File: config.mk
export PLATFORM = sky130hd
export DESIGN_NAME = tlb_op_ctrl
export DESIGN_NICKNAME = d
export VERILOG_FILES = /design/src/rtl/tlb_op_ctrl.sv
export SDC_FILE = /design/constraint.sdc
export NUM_CORES = 1
export LEC_CHECK = 0
export CORE_UTILIZATION = 38
export DETAILED_ROUTE_END_ITERATION = 10
export PLACE_DENSITY = 0.83
export SLEW_MARGIN = 25
export SYNTH_ARGS = -nofsm -noshare
export SYNTH_HDL_FRONTEND = slang
export SYNTH_SLANG_ARGS = --single-unit
File: constraint.sdc
create_clock -name clk -period 2.7 [get_ports clk]
set_input_delay 0.27 -clock clk [delete_from_list [all_inputs] [get_ports clk]]
set_output_delay 0.27 -clock clk [all_outputs]
set_load 0.01 [all_outputs]
File: src/rtl/tlb_op_ctrl.sv
// tlb_op_ctrl: sequences TLBP / TLBR / TLBWI retiring in WB.
// Holds WB while an op runs, drives the TLB search/read/write ports,
// produces the CP0 update strobes, and requests a refetch of pc+4 after
// TLBR/TLBWI so younger instructions are re-translated.
module tlb_op_ctrl #(
    parameter int TLBNUM = 16,
    parameter int IDXW   = $clog2(TLBNUM)
) (
    input  logic            clk,
    input  logic            reset,
    input  logic            op_valid,
    input  logic [1:0]      op_type,
    input  logic [31:0]     op_pc,
    input  logic            ex_flush,
    input  logic [IDXW-1:0] c0_index,
    input  logic            s_found,
    input  logic [IDXW-1:0] s_index,
    input  logic            refetch_ack,
    output logic            op_done,
    output logic            wb_stall,
    output logic            s_req,
    output logic            tlb_re,
    output logic [IDXW-1:0] r_index,
    output logic            tlb_we,
    output logic [IDXW-1:0] w_index,
    output logic            tlbp_wr,
    output logic            tlbp_found,
    output logic [IDXW-1:0] tlbp_index,
    output logic            tlbr_wr,
    output logic            refetch_valid,
    output logic [31:0]     refetch_pc,
    output logic            busy
);

    typedef enum logic [2:0] {
        S_IDLE = 3'd0,
        S_SRCH = 3'd1,
        S_RD   = 3'd2,
        S_WR   = 3'd3,
        S_RFCH = 3'd4
    } state_t;

    localparam logic [1:0] OP_TLBP  = 2'b01;
    localparam logic [1:0] OP_TLBR  = 2'b10;
    localparam logic [1:0] OP_TLBWI = 2'b11;

    state_t          r_state;
    state_t          w_next;
    logic [31:0]     r_pc;
    logic [IDXW-1:0] r_idx;
    logic            w_accept;
    logic            w_live;

    // The state itself encodes which op is running, so only pc and index
    // need to be captured at accept time.
    assign w_accept = (r_state == S_IDLE) && op_valid && !ex_flush && (op_type != 2'b00);
    // A WB flush squashes every side effect of the current cycle.
    assign w_live   = !ex_flush;

    // State register.
    // NOTE: sequential state uses non-blocking assignments so every flop
    // samples pre-edge values regardless of block ordering.
    always_ff @(posedge clk or posedge reset) begin
        if (reset) begin
            r_state <= S_IDLE;
        end else begin
            r_state <= w_next;
        end
    end

    // Capture the op's pc and CP0 index when it is accepted in IDLE.
    always_ff @(posedge clk or posedge reset) begin
        if (reset) begin
            r_pc  <= '0;
            r_idx <= '0;
        end else if (w_accept) begin
            r_pc  <= op_pc;
            r_idx <= c0_index;
        end
    end

    // Next-state logic; a flush in any busy state returns to IDLE.
    always_comb begin
        // NOTE: default first so every path assigns w_next and no latch is inferred.
        w_next = r_state;
        case (r_state)
            S_IDLE: begin
                if (w_accept) begin
                    case (op_type)
                        OP_TLBP:  w_next = S_SRCH;
                        OP_TLBR:  w_next = S_RD;
                        OP_TLBWI: w_next = S_WR;
                        default:  w_next = S_IDLE;
                    endcase
                end
            end
            S_SRCH:  w_next = S_IDLE;
            S_RD:    w_next = S_RFCH;
            S_WR:    w_next = S_RFCH;
            S_RFCH:  if (refetch_ack) w_next = S_IDLE;
            default: w_next = S_IDLE;
        endcase
        if (ex_flush) begin
            w_next = S_IDLE;
        end
    end

    // Output decode per state, with strobes masked by a same-cycle flush.
    always_comb begin
        op_done       = 1'b0;
        s_req         = 1'b0;
        tlb_re        = 1'b0;
        r_index       = '0;
        tlb_we        = 1'b0;
        w_index       = '0;
        tlbp_wr       = 1'b0;
        tlbp_found    = 1'b0;
        tlbp_index    = '0;
        tlbr_wr       = 1'b0;
        refetch_valid = 1'b0;
        refetch_pc    = '0;
        case (r_state)
            S_SRCH: begin
                s_req      = 1'b1;
                tlbp_wr    = w_live;
                tlbp_found = s_found;
                tlbp_index = s_found ? s_index : '0;
                op_done    = w_live;
            end
            S_RD: begin
                tlb_re  = w_live;
                r_index = r_idx;
                tlbr_wr = w_live;
            end
            S_WR: begin
                tlb_we  = w_live;
                w_index = r_idx;
            end
            S_RFCH: begin
                refetch_valid = w_live;
                refetch_pc    = r_pc + 32'd4;
                op_done       = w_live && refetch_ack;
            end
            default: ;
        endcase
    end

    assign wb_stall = op_valid && !op_done;
    assign busy     = (r_state != S_IDLE);

endmodule
==> out/qor.csv <==
stage,metric,value,unit
worst_setup_path,cp_top_family,simple AND/OR/NAND/NOR gates,
synth,yosysWarnings,0,
worst_setup_path,cp_cell_sequence,nand3_2 -> or4_4 -> or4_1 -> a21oi_1 -> clkdlybuf4s15_1,
placed_design,gp_congestion,0.804,
worst_setup_path,cp_data_arrival_time,2.34,ns
die,core_area,6060,um^2
detailed_routing,drt-pass1-iter-count,4,
worst_setup_path,slowest_delay,0.61,ns
power_and_ir_drop,combPwrFrac,0.369,
placed_design,dp_hpwl,5080,um
sta,skew,0.00721,ns
synth,synth.area.top_cells,"dfrtp_1 40%, mux2_2 14%, or4_1 4.3%",
sta,worst_pin_slew,0.677,ns
grt,track_usage,0.213,
detailed_routing,wl_per_cell,15.0,um
detailed_routing,wirelength,6820,um
power_and_ir_drop,power.switching,588,uW
synth,synth_cells,251,
cells_and_area,area_delta_synth_final,56.4,%
cells_and_area,layout_common_cells,"84 x clkdlybuf4s50_1, 39 x dfrtp_1, 34 x buf_4, 31 x mux2_2, 18 x nor2_1",
detailed_routing,via_count,2420,
worst_setup_path,worstSetupEndpointType,output port,
sta,setup_viol,0,
grt,grt_overflow,0,
worst_setup_path,cp_max_fo,7,
cells_and_area,fill_cells,520,
synth,synth_seq_cells,39,
power_and_ir_drop,seqPwrFrac,0.429,
sta,period_minus_slack,2.61,ns
die,rows,28,
synth,synth_nets,300,
worst_setup_path,criticalPathCategory,flop to output port,
synth,synth.top_cell.area_share,0.397,
clock_network,clockBufferDepth,2,
synth,async_flop_share,1.00,
die,pin_count,102,
clock_network,cts_root_buf,clkbuf_8,
placed_design,dpl.cell_count,438,
power_and_ir_drop,leakage,1.60,nW
clock_network,clk_latency,0.28,ns
clock_network,cts.sinks,39,
sta,finalMaxSlewViolations,0,
cells_and_area,final_common_cell,clkdlybuf4s50_1,
sta,finalHoldViolCount,0,
clock_network,numCtsBuffers,5,
placed_design,dpl_worst_slack,0.0348,ns
die,die_area,6790,um^2
min_path,hold_path.class,input port to async pin,
worst_setup_path,startpoint_type,flop,
worst_setup_path,worst_ep_required_time,2.43,ns
cells_and_area,finish.instance_area,3840,um^2
synth,seq_area_frac_synth,0.397,
synth,postSynthAreaPerCell,9.79,um^2
power_and_ir_drop,p_per_area,486,nW/um^2
detailed_routing,drt_iter0_markers,129,
power_and_ir_drop,swShare,0.315,
cells_and_area,diodes,0,
synth,synth_top_area_cell,dfrtp_1,
die,initial_utilization,0.405,
cells_and_area,fin_nets,428,
cells_and_area,drive_above_1_share,0.245,
sta,fin_hold_ws,0.410,ns
outcome,status,completed,
grt,grt_pass1_vias,2293,
cells_and_area,final_cells,455,
power_and_ir_drop,p_clk_frac,0.202,
synth,synth-edff-count,0,
grt,antenna_found_initial,0,
worst_setup_path,slowest_stage,or4_4,
job,maxCapViolCount,0,
worst_setup_path,worst-path-buf-inv,1,
synth,syn-cell-area,2460,um^2
detailed_routing,routed_via_density,5.32,
cells_and_area,final_util,0.634,
sta,fin_crit_sh,0.967,
detailed_routing,drc,0,
placed_design,io_buffers,101,
detailed_routing,postRouteAntennaNets,0,
grt,grt_pass1_wl,10900,um
sta,fmax,0.383,GHz
clock_network,hold_buffers,0,
clock_network,cts_tree,built,
placed_design,dpl_cell_area,3670,um^2
synth,synth_ff_type,dfrtp_1,
grt,grt_max_degree,40,
clock_network,htreeDepth,2,
sta,relSlewSlack,0.548,
power_and_ir_drop,ir_drop,0.317,mV
synth,ys_types,39,
power_and_ir_drop,p_int,1.28,mW
sta,fin_ws,0.0885,ns
clock_network,clk_pin_slew,0.08,ns
die,fp.dieH,82.4,um
die,fp.dieW,82.4,um
registers in the layout, indices dropped and copies added (netlist names):
signal	count
r_state	3
r_idx	4
r_pc	32
power groups by stage:
| stage | combinational [mW] | clock, mW | sequential [mW] |
|---|---|---|---|
| finish | 0.689 | 0.377 | 0.801 |
| global route | 0.749 | 0.420 | 0.816 |
| CTS | 0.662 | 0.388 | 0.798 |
| detailed placement | 0.623 | 0 | 0.820 |
| global placement | 0.605 | 0 | 0.812 |
| floorplan | 0.302 | 0 | 0.828 |
what timing repair did:
item	CTS	global route
endpoints found under the hold margin	0	0
endpoints found under the setup margin	16	10
pin swaps	1	3
resized for setup	25	13
buffers inserted	6	3
through the flow:
step,total power [mW],setup TNS [ns]
3_3_place_gp,1.42,0
6_report,1.87,0
4_1_cts,1.85,-0.0818
5_1_grt,1.98,-0.0135
3_5_place_dp,1.44,0
2_1_floorplan,1.13,0
layout make-up:
class,count,area (um^2),area share
Clock buffer,7,76.3,0.0199
Clock inverter,1,5.00,0.00130
Inverter,3,11.3,0.00293
Multi-Input combinational cell,193,1420,0.368
Sequential cell,39,976,0.254
Tap cell,75,93.8,0.0244
Timing Repair Buffer,137,1260,0.329
Yosys cell counts, drive strengths merged, types with 5 or more instances:
master and count:
nand2 12, nor2 18, clkbuf 6, o31ai 12, and2 11, mux2 34, nand3 9, o21ai 6
a21oi 19, xnor2 5, or4 15, or3 5, dfrtp 39, buf 9, and3 11, nand4 9
xor2 5, nor2b 5
kinds of logic (layout without fill, tap and decap cells):
kind of cell,count (synthesis),after routing,synth area share
AND/OR/NAND/NOR,109,109,0.264
AO/OA/AOI/OAI,39,39,0.0952
flip-flops,39,39,0.397
multiplexers,34,34,0.156
buffers and inverters,19,148,0.0468
XOR/XNOR,10,10,0.0356
adder cells (fa/ha/maj),1,1,0.00509
worst paths after layout:
kind                            start        endpoint  slack (ns)  cells after the start
setup / recovery              r_pc[5]  refetch_pc[29]        0.09                      5
hold / removal                  reset        r_idx[1]        0.41                      3
setup reg to reg           r_state[0]         r_pc[8]        0.73                      4
hold reg to reg               r_pc[1]         r_pc[1]        0.50                      1
max in group asynchronous       reset        r_pc[14]        1.94                      3
min in group clk              r_pc[1]         r_pc[1]        0.50                      1
metal layers:
layer	vias up	global-route usage	routed length [um]	part of all wire
li1	1187	-	-	-
met3	2	0.0484	407	0.060
met5	-	0	0	0
met1	1146	0.281	2970	0.44
met2	85	0.358	3420	0.50
met4	0	0.0439	17	0.0025
tightest hold or removal path: stages:
cell and delay, ns:
clkdlybuf4s50_1 0.40, inv_1 0.05, buf_4 0.42
No activity file was read; power rests on OpenSTA's default activity.
